--- src/rtl/sqrt_prenorm_pipelined.sv ---
// Square-root pre-normalizer: even left-shift so the top bit pair is nonzero, with {valid, k, zero} delayed to match the sqrt array.
// Optional saturating sample/zero counters are enabled with SQRT_PRENORM_STATS_EN.
module sqrt_prenorm_pipelined #(
  parameter  int unsigned BITS     = 8,
  parameter  int unsigned SQRT_LAT = 8,
  localparam int unsigned SW       = $clog2(BITS/2)
) (
  input  logic            clk,
  input  logic            rst_n,
  input  logic            in_valid,
  input  logic [BITS-1:0] in_x,
  output logic            norm_valid,
  output logic [BITS-1:0] norm_x,
  output logic            aligned_valid,
  output logic [SW-1:0]   aligned_shift,
`ifdef SQRT_PRENORM_STATS_EN
  output logic [15:0]     stat_samples,
  output logic [15:0]     stat_zeros,
`endif
  output logic            aligned_zero
);

  localparam int unsigned LZW = $clog2(BITS + 1);

  logic                         r_s1_valid;
  logic [BITS-1:0]              r_s1_x;
  logic                         r_norm_valid;
  logic [BITS-1:0]              r_norm_x;
  logic [SW-1:0]                r_norm_k;
  logic                         r_norm_zero;
  logic [SQRT_LAT-1:0]          r_dl_valid;
  logic [SQRT_LAT-1:0][SW-1:0]  r_dl_k;
  logic [SQRT_LAT-1:0]          r_dl_zero;

  logic [LZW-1:0]  w_lz;
  logic [SW-1:0]   w_k;
  logic [LZW-1:0]  w_shamt;
  logic            w_zero;
  logic [BITS-1:0] w_norm;

  // Leading-zero count; ascending scan leaves the highest set bit's position last.
  always_comb begin
    w_lz = LZW'(BITS);
    for (int i = 0; i < int'(BITS); i++) begin
      if (r_s1_x[i]) w_lz = LZW'(int'(BITS) - 1 - i);
    end
    w_zero  = (r_s1_x == '0);
    w_k     = w_zero ? '0 : SW'(w_lz >> 1);
    w_shamt = LZW'({w_k, 1'b0});
    w_norm  = r_s1_x << w_shamt;
  end

  always_ff @(posedge clk or negedge rst_n) begin
    if (!rst_n) begin
      r_s1_valid   <= 1'b0;
      r_s1_x       <= '0;
      r_norm_valid <= 1'b0;
      r_norm_x     <= '0;
      r_norm_k     <= '0;
      r_norm_zero  <= 1'b0;
    end else begin
      r_s1_valid   <= in_valid;
      r_s1_x       <= in_x;
      r_norm_valid <= r_s1_valid;
      r_norm_x     <= w_norm;
      r_norm_k     <= w_k;
      r_norm_zero  <= w_zero;
    end
  end

  // Side-band delay line matched to the sqrt array latency.
  always_ff @(posedge clk or negedge rst_n) begin
    if (!rst_n) begin
      r_dl_valid <= '0;
      r_dl_k     <= '0;
      r_dl_zero  <= '0;
    end else begin
      r_dl_valid[0] <= r_norm_valid;
      r_dl_k[0]     <= r_norm_k;
      r_dl_zero[0]  <= r_norm_zero;
      for (int i = 1; i < int'(SQRT_LAT); i++) begin
        r_dl_valid[i] <= r_dl_valid[i-1];
        r_dl_k[i]     <= r_dl_k[i-1];
        r_dl_zero[i]  <= r_dl_zero[i-1];
      end
    end
  end

  assign norm_valid    = r_norm_valid;
  assign norm_x        = r_norm_x;
  assign aligned_valid = r_dl_valid[SQRT_LAT-1];
  assign aligned_shift = r_dl_k[SQRT_LAT-1];
  assign aligned_zero  = r_dl_zero[SQRT_LAT-1];

`ifdef SQRT_PRENORM_STATS_EN
  logic [15:0] r_stat_samples;
  logic [15:0] r_stat_zeros;

  // Saturating counters over normalized-output slots.
  always_ff @(posedge clk or negedge rst_n) begin
    if (!rst_n) begin
      r_stat_samples <= '0;
      r_stat_zeros   <= '0;
    end else if (r_norm_valid) begin
      if (r_stat_samples != 16'hFFFF) r_stat_samples <= r_stat_samples + 16'd1;
      if (r_norm_zero && r_stat_zeros != 16'hFFFF) r_stat_zeros <= r_stat_zeros + 16'd1;
    end
  end

  assign stat_samples = r_stat_samples;
  assign stat_zeros   = r_stat_zeros;
`endif

endmodule

--- config.mk ---
export PLATFORM = sky130hd
export DESIGN_NAME = sqrt_prenorm_pipelined
export DESIGN_NICKNAME = d
export VERILOG_FILES = /design/src/rtl/sqrt_prenorm_pipelined.sv
export SDC_FILE = /design/constraint.sdc
export NUM_CORES = 1
export LEC_CHECK = 0
export BUFFER_PORTS_ARGS = -buffer_cell sky130_fd_sc_hd__buf_2
export CORE_ASPECT_RATIO = 1.4
export CORE_MARGIN = 5
export CORE_UTILIZATION = 35
export CTS_CLUSTER_DIAMETER = 200
export DETAILED_ROUTE_END_ITERATION = 8
export PLACE_DENSITY = 0.63
export REMOVE_ABC_BUFFERS = 1
export SYNTH_ARGS = -nofsm -noshare
export SYNTH_HDL_FRONTEND = slang
export SYNTH_SLANG_ARGS = --single-unit
--- constraint.sdc ---
create_clock -name clk -period 1.3 [get_ports clk]
set_input_delay 0.26 -clock clk [delete_from_list [all_inputs] [get_ports clk]]
set_output_delay 0.26 -clock clk [all_outputs]
set_load 0.05 [all_outputs]
==> impl_metrics.csv, run 1 <==
group,metric,value,unit
yosys,synth_edf_count,0,
layout,finish.utilization,0.434,
setup_path,path_class,"flip-flop to flip-flop",
clock_tree,clk_path_buf_depth,2,
detailed_routing,drtAntennaViolNets,0,
run_status,status,"finished clean",
job,cap_violations,0,
clock_tree,cts_setup_buffers,0,
layout,multi_input_area,171,um2
global_route,antenna_found_initial,0,
die,die_area,0.00577,mm2
sta,worst_pin_slew,0.393,ns
power_and_ir_drop,finalPower,3.03,mW
yosys,yosysMostFrequentCell,"dfrtp_1",
sta,finalCriticalPeriod,1.29,ns
yosys,ys_ff_latch,53,
sta,finalClockSkew,0.00670,ns
power_and_ir_drop,vdd_drop_max,0.896,mV
yosys,synth_cell_types,16,
sta,slew_viol_final,0,
setup_path,setup.worst_path.start_class,"flip-flop",
sta,finalSetupViolations,0,
setup_path,crit_fanout,5,
power_and_ir_drop,power.density,1660,mW/mm2
die,die_w,65.6,um
layout,drive_gt1_frac,0.316,
detailed_routing,drt-total-wl,2170,um
hold_path,hp-class,"input pin to flip-flop",
die,initial_core_util,0.361,
sta,fin_crit_sh,0.992,
yosys,async_flop_share,1.00,
global_route,grt_pass1_wl,3600,um
yosys,postSynthAreaPerCell,17.6,um2
layout,fill_cells,381,
clock_tree,ctsRootBufferMaster,"clkbuf_8",
global_route,grt_pass1_vias,792,
sta,holdWs,0.0610,ns
clock_tree,path_clk_slew,0.09,ns
setup_path,cp.required,1.46,ns
detailed_routing,vias,787,
sta,fin_ws,0.0107,ns
clock_tree,numCtsBuffers,5,
power_and_ir_drop,switching_share,0.224,
sta,slew-limit-headroom,0.731,
die,core,0.00420,mm2
placed_design,dpl.hpwl,1410,um
clock_tree,clk_latency,0.30,ns
setup_path,cp-end-kind,"flip-flop",
yosys,synth_area_leaders,"dfrtp_1, nor2_1, a21oi_1",
layout,fin_nets,127,
die,ios,24,
sta,fmaxAchievable,776,MHz
yosys,synth.yosys.seq_area_share,0.875,
power_and_ir_drop,power_frac_comb,0.071,
detailed_routing,drcViolationCount,0,
layout,ff_latch_area,0.00133,mm2
sta,finalHoldViolations,0,
placed_design,port-buffer-count,23,
detailed_routing,avgViaCountPerCell,4.86,
yosys,yosysWarnings,0,
yosys,yosysTopAreaCellShare,0.875,
yosys,synth_top_area_cell,"dfrtp_1",
power_and_ir_drop,p_sw,0.678,mW
placed_design,gp_congestion,0.829,
clock_tree,clock-sinks,53,
power_and_ir_drop,p_clk_frac,0.350,
setup_path,arrival,1.45,ns
detailed_routing,firstDrtPassIters,4,
die,die_h,87.9,um
layout,area_delta_synth_final,20.4,%
power_and_ir_drop,p_int,2.35,mW
die,num_rows,28,
placed_design,post-place-ws,0.0724,ns
global_route,grt_usage,0.0879,
power_and_ir_drop,pwr-share-seq,0.578,
yosys,syn-cell-area,0.00152,mm2
yosys,postSynthCellCount,86,
detailed_routing,drtIter0Drc,27,
global_route,grt_max_degree,54,
clock_tree,cts.htree.levels,2,
detailed_routing,wl_per_cell,13.4,um
layout,antenna_cells,0,
clock_tree,cts_tree,"done",
yosys,synthFlopType,"dfrtp_1",
global_route,grt-ovfl-total,0,
power_and_ir_drop,p_leak,0.904,nW
yosys,ys_top_cells_by_count,"dfrtp_1, nor2_1, a21oi_1, inv_1, and2_1",
==> final timing paths <==
| check | startpoint | to | slack, ns | cells after the start |
|---|---|---|---|---|
| worst max-delay path | r_s1_x[2]$_DFF_PN0_ | norm_x[4]$_DFF_PN0_ | 0.01 | 3 |
| worst min-delay path | in_x[1] | r_s1_x[1]$_DFF_PN0_ | 0.06 | 1 |
| worst max register to register | r_s1_x[2]$_DFF_PN0_ | norm_x[4]$_DFF_PN0_ | 0.01 | 3 |
| worst min register to register | r_norm_k[0]$_DFF_PN0_ | r_dl_k[0]$_DFF_PN0_ | 0.35 | 0 |
| max in group asynchronous | rst_n | norm_x[3]$_DFF_PN0_ | 0.61 | 3 |
| min in group asynchronous | rst_n | r_dl_k[6]$_DFF_PN0_ | 0.48 | 3 |
==> cell type report <==
class                   instances  area share
multi-input cells              27      0.0939
clock buffers                   6      0.0398
flip-flops and latches         53       0.727
clock inverters                 2      0.0212
inverters                       4     0.00822
repair buffers                 25      0.0795
well taps                      45      0.0308
==> placed cells by master (no fill, tap or decap) <==
cell | Yosys | layout
dlygate4sd3_1 | 0 | 1
a311oi_1 | 2 | 2
a2111oi_1 | 0 | 1
a2111oi_0 | 2 | 1
o31ai_2 | 0 | 1
buf_2 | 0 | 23
and2_1 | 3 | 3
nor2_2 | 1 | 3
o221ai_1 | 1 | 1
buf_12 | 0 | 1
clkbuf_8 | 0 | 5
a22o_2 | 1 | 1
nor2_1 | 7 | 5
a22o_1 | 1 | 1
clkinv_4 | 0 | 1
inv_1 | 4 | 4
dfrtp_1 | 53 | 53
or2_2 | 1 | 1
nand2_1 | 2 | 2
bufinv_16 | 0 | 1
o21ai_0 | 1 | 1
a21oi_1 | 4 | 4
clkbuf_1 | 0 | 1
==> state kept, by name, indices dropped and copies added (netlist names) <==
signal,cells
r_dl_k,14
r_norm_zero,1
r_s1_valid,1
r_dl_valid,8
r_dl_zero,8
r_norm_k,2
norm_valid,1
r_s1_x,8
aligned_shift,2
norm_x,8
==> logic make-up after synthesis <==
logic type,Yosys count,share of synthesized area
AND/OR/NAND/NOR,14,0.0429
buffers and inverters,6,0.0198
AO/OA/AOI/OAI,13,0.0627
flip-flops,53,0.875
==> timing repair <==
action,in CTS,in global routing
gates resized for setup,0,4
hold buffers,1,0
endpoints found under the hold margin,53,0
endpoints found under the setup margin,0,3
==> critical path, cell delays in order, from the launching register on <==
cell       delay (ns)
dfrtp_1          0.48
nor2_2           0.11
a2111oi_0        0.44
a311oi_1         0.12
==> layer usage <==
metal / GRT usage / wire [um] / vias to the layer above / part of all wire
li1: - / - / 341 / -
met1: 0.0948 / 843 / 393 / 0.39
met2: 0.133 / 1040 / 43 / 0.48
met3: 0.0475 / 200 / 10 / 0.092
met4: 0.0566 / 82 / 0 / 0.038
met5: 0 / 0 / - / 0
==> through the flow <==
| step | TNS [ns] | area [um2] | std cells |
|---|---|---|---|
| 6_report | 0 | 1830 | 162 |
| 5_1_grt | -0.000527 | 1830 | 162 |
| 4_1_cts | 0 | 1810 | 162 |
| 3_5_place_dp | 0 | 1690 | 153 |
| 3_3_place_gp | 0 | 1690 | 153 |
| 2_1_floorplan | 0 | 1500 | 84 |
==> power by group through the flow <==
stage          combinational [mW]  clock [mW]  sequential [mW]
2_1_floorplan              0.0351           0             1.86
3_3_place_gp                0.209           0             1.78
3_5_place_dp                0.214           0             1.78
4_1_cts                     0.217        1.10             1.75
5_1_grt                     0.233        1.19             1.76
6_report                    0.216        1.06             1.75
(Power assumes the default switching activity.)
==> inputs of run 2 (changes only) <==
Settings changed: BUFFER_PORTS_ARGS -buffer_cell sky130_fd_sc_hd__buf_2 to default, DONT_BUFFER_PORTS from default to 1, PLACE_DENSITY 0.63 to 0.58.
==> run 2 against run 1 <==
  * Register-to-register slack better by 0.06 ns
  * Sequential power up 5%
  * Critical path depth unchanged
  * Non-clock buffer count fell by 16
  * Combinational power fell by 68%
  * Via count down 11%
  * Critical path type unchanged
  * Wire length is 3.0% lower
  * Clock skew increased by 0.00099 ns
  * Global-route usage shrank 0.41 points
  * Sequential share of layout area up 3.6 points
  * The run now ends with negative hold slack left
==> impl_metrics.csv, run 2 (synthesis results as in run 1) <==
group,metric,value,unit
run_status,status,"finished with violations",
run_status,violations,"negative hold slack",
global_route,grt_max_degree,54,
sta,fmaxAchievable,812,MHz
sta,finalHoldViolations,53,
setup_path,crit_fanout,6,
sta,finalClockSkew,0.00769,ns
die,ios,24,
setup_path,cp_top_family,"compound AO/OA/AOI/OAI gates",
sta,fin_setup_tns,0,ns
sta,worst_pin_slew,0.477,ns
detailed_routing,firstDrtPassIters,4,
sta,fin_crit_sh,0.947,
layout,drive_gt1_frac,0.109,
setup_path,cp.required,1.46,ns
die,die_h,87.9,um
clock_tree,numCtsBuffers,5,
sta,slew-limit-headroom,0.682,
clock_tree,cts.htree.levels,2,
layout,fin_nets,111,
setup_path,path_class,"flip-flop to flip-flop",
global_route,grt-ovfl-total,0,
layout,fin_cells,146,
placed_design,dpl.hpwl,1330,um
detailed_routing,drt-total-wl,2110,um
sta,finalSetupViolations,0,
setup_path,cp-end-kind,"flip-flop",
power_and_ir_drop,power.density,1590,mW/mm2
layout,ff_latch_area,0.00133,mm2
placed_design,gp_congestion,0.895,
setup_path,arrival,1.39,ns
detailed_routing,avgViaCountPerCell,4.82,
clock_tree,clk_path_buf_depth,2,
power_and_ir_drop,p_leak,0.815,nW
global_route,grt_pass1_vias,746,
layout,fill_cells,376,
layout,top_register,"r_dl_k",
hold_path,hp-class,"input pin to async pin",
setup_path,crit_path_cell_trace,"nor2_1 -> o31ai_1 -> a311oi_1",
detailed_routing,drcViolationCount,0,
layout,final_cell_mix,"dfrtp_1, dlygate4sd3_1, nor2_1",
layout,multi_input_area,164,um2
detailed_routing,drtIter0Drc,21,
die,die_w,65.6,um
power_and_ir_drop,vdd_drop_max,0.654,mV
die,num_rows,28,
sta,holdWs,-0.351,ns
sta,rsz0062_at_grt,"false",
die,die_area,0.00577,mm2
clock_tree,ctsRootBufferMaster,"clkbuf_8",
die,initial_core_util,0.361,
job,cap_violations,0,
setup_path,setup.worst_path.start_class,"flip-flop",
placed_design,port-buffer-count,0,
setup_path,critPathMaxStageDelay,0.45,ns
clock_tree,clk_latency,0.29,ns
sta,fin_ws,0.0686,ns
sta,finalCriticalPeriod,1.23,ns
clock_tree,cts_hold_buffers,9,
layout,final_common_cell,"dfrtp_1",
detailed_routing,wl_per_cell,14.4,um
die,core,0.00420,mm2
global_route,grt_usage,0.0838,
setup_path,crit_buf_inv,0,
setup_path,crit_path_top_delay_cell,"dfrtp_1",
detailed_routing,drtAntennaViolNets,0,
placed_design,post-place-ws,0.108,ns
clock_tree,clock-sinks,53,
global_route,antenna_found_initial,0,
global_route,grt_pass1_wl,3460,um
sta,slew_viol_final,0,
clock_tree,cts_setup_buffers,0,
clock_tree,path_clk_slew,0.09,ns
detailed_routing,vias,703,
clock_tree,cts_tree,"done",
placed_design,place_inst,129,
layout,antenna_cells,0,
layout,largest_reg_flops,14,
layout,area_delta_synth_final,14.7,%
-- run 2: changes by cell type in the layout (fill, tap and decap cells not counted), sizes merged --
| cell | change |
|---|---|
| buf | -24 |
| dlygate4sd3 | +8 |
| clkinvlp | +2 |
| bufinv | -1 |
| clkinv | -1 |
-- run 2: metrics by stage --
stage | instance area [um2] | util | hold WS (ns) | total power [mW]
2_1_floorplan | 1500 | - | -0.0356 | 1.90
3_3_place_gp | 1560 | 0.371 | -0.0342 | 1.92
3_5_place_dp | 1560 | 0.371 | -0.0341 | 1.92
4_1_cts | 1740 | 0.413 | -0.366 | 2.81
5_1_grt | 1740 | 0.414 | -0.381 | 2.89
6_report | 1740 | 0.414 | -0.351 | 2.77
-- run 2: what timing repair did --
item / in CTS / in global routing
setup endpoints to repair: 0 / 2
resized for setup: 0 / 2
endpoints found under the hold margin: 62 / 53
-- run 2: area by class of cell --
type,count,share of cell area
Clock buffer,6,0.0417
Clock inverter,2,0.00863
Multi-Input combinational cell,27,0.0942
Inverter,4,0.00863
Tap cell,45,0.0324
Timing Repair Buffer,9,0.0518
Sequential cell,53,0.763
-- run 2: metal layers --
metal  vias up  track usage  wire, um
li1        308            -         -
met1       359       0.0888       886
met2        30        0.131      1010
met3         6       0.0424       151
met4         0       0.0528        52
met5         -            0         0
-- run 2: report_power, final --
group          leakage (nW)  total, mW  internal, mW  switching, mW
clock network        0.0374      0.860         0.379          0.481
registers             0.671       1.84          1.72          0.127
logic                 0.107     0.0681        0.0379         0.0302
-- run 2: final timing paths --
path                                        start                      to  slack (ns)  depth (start not counted)
setup / recovery              r_s1_x[0]$_DFF_PN0_     norm_x[4]$_DFF_PN0_        0.07                          3
hold / removal                              rst_n   r_norm_zero$_DFF_PN0_       -0.35                          0
setup reg to reg              r_s1_x[0]$_DFF_PN0_     norm_x[4]$_DFF_PN0_        0.07                          3
hold reg to reg            r_dl_zero[6]$_DFF_PN0_  r_dl_zero[7]$_DFF_PN0_        0.35                          0
max in group asynchronous                   rst_n  r_dl_zero[3]$_DFF_PN0_        1.57                          0
min in group clk           r_dl_zero[6]$_DFF_PN0_  r_dl_zero[7]$_DFF_PN0_        0.35                          0
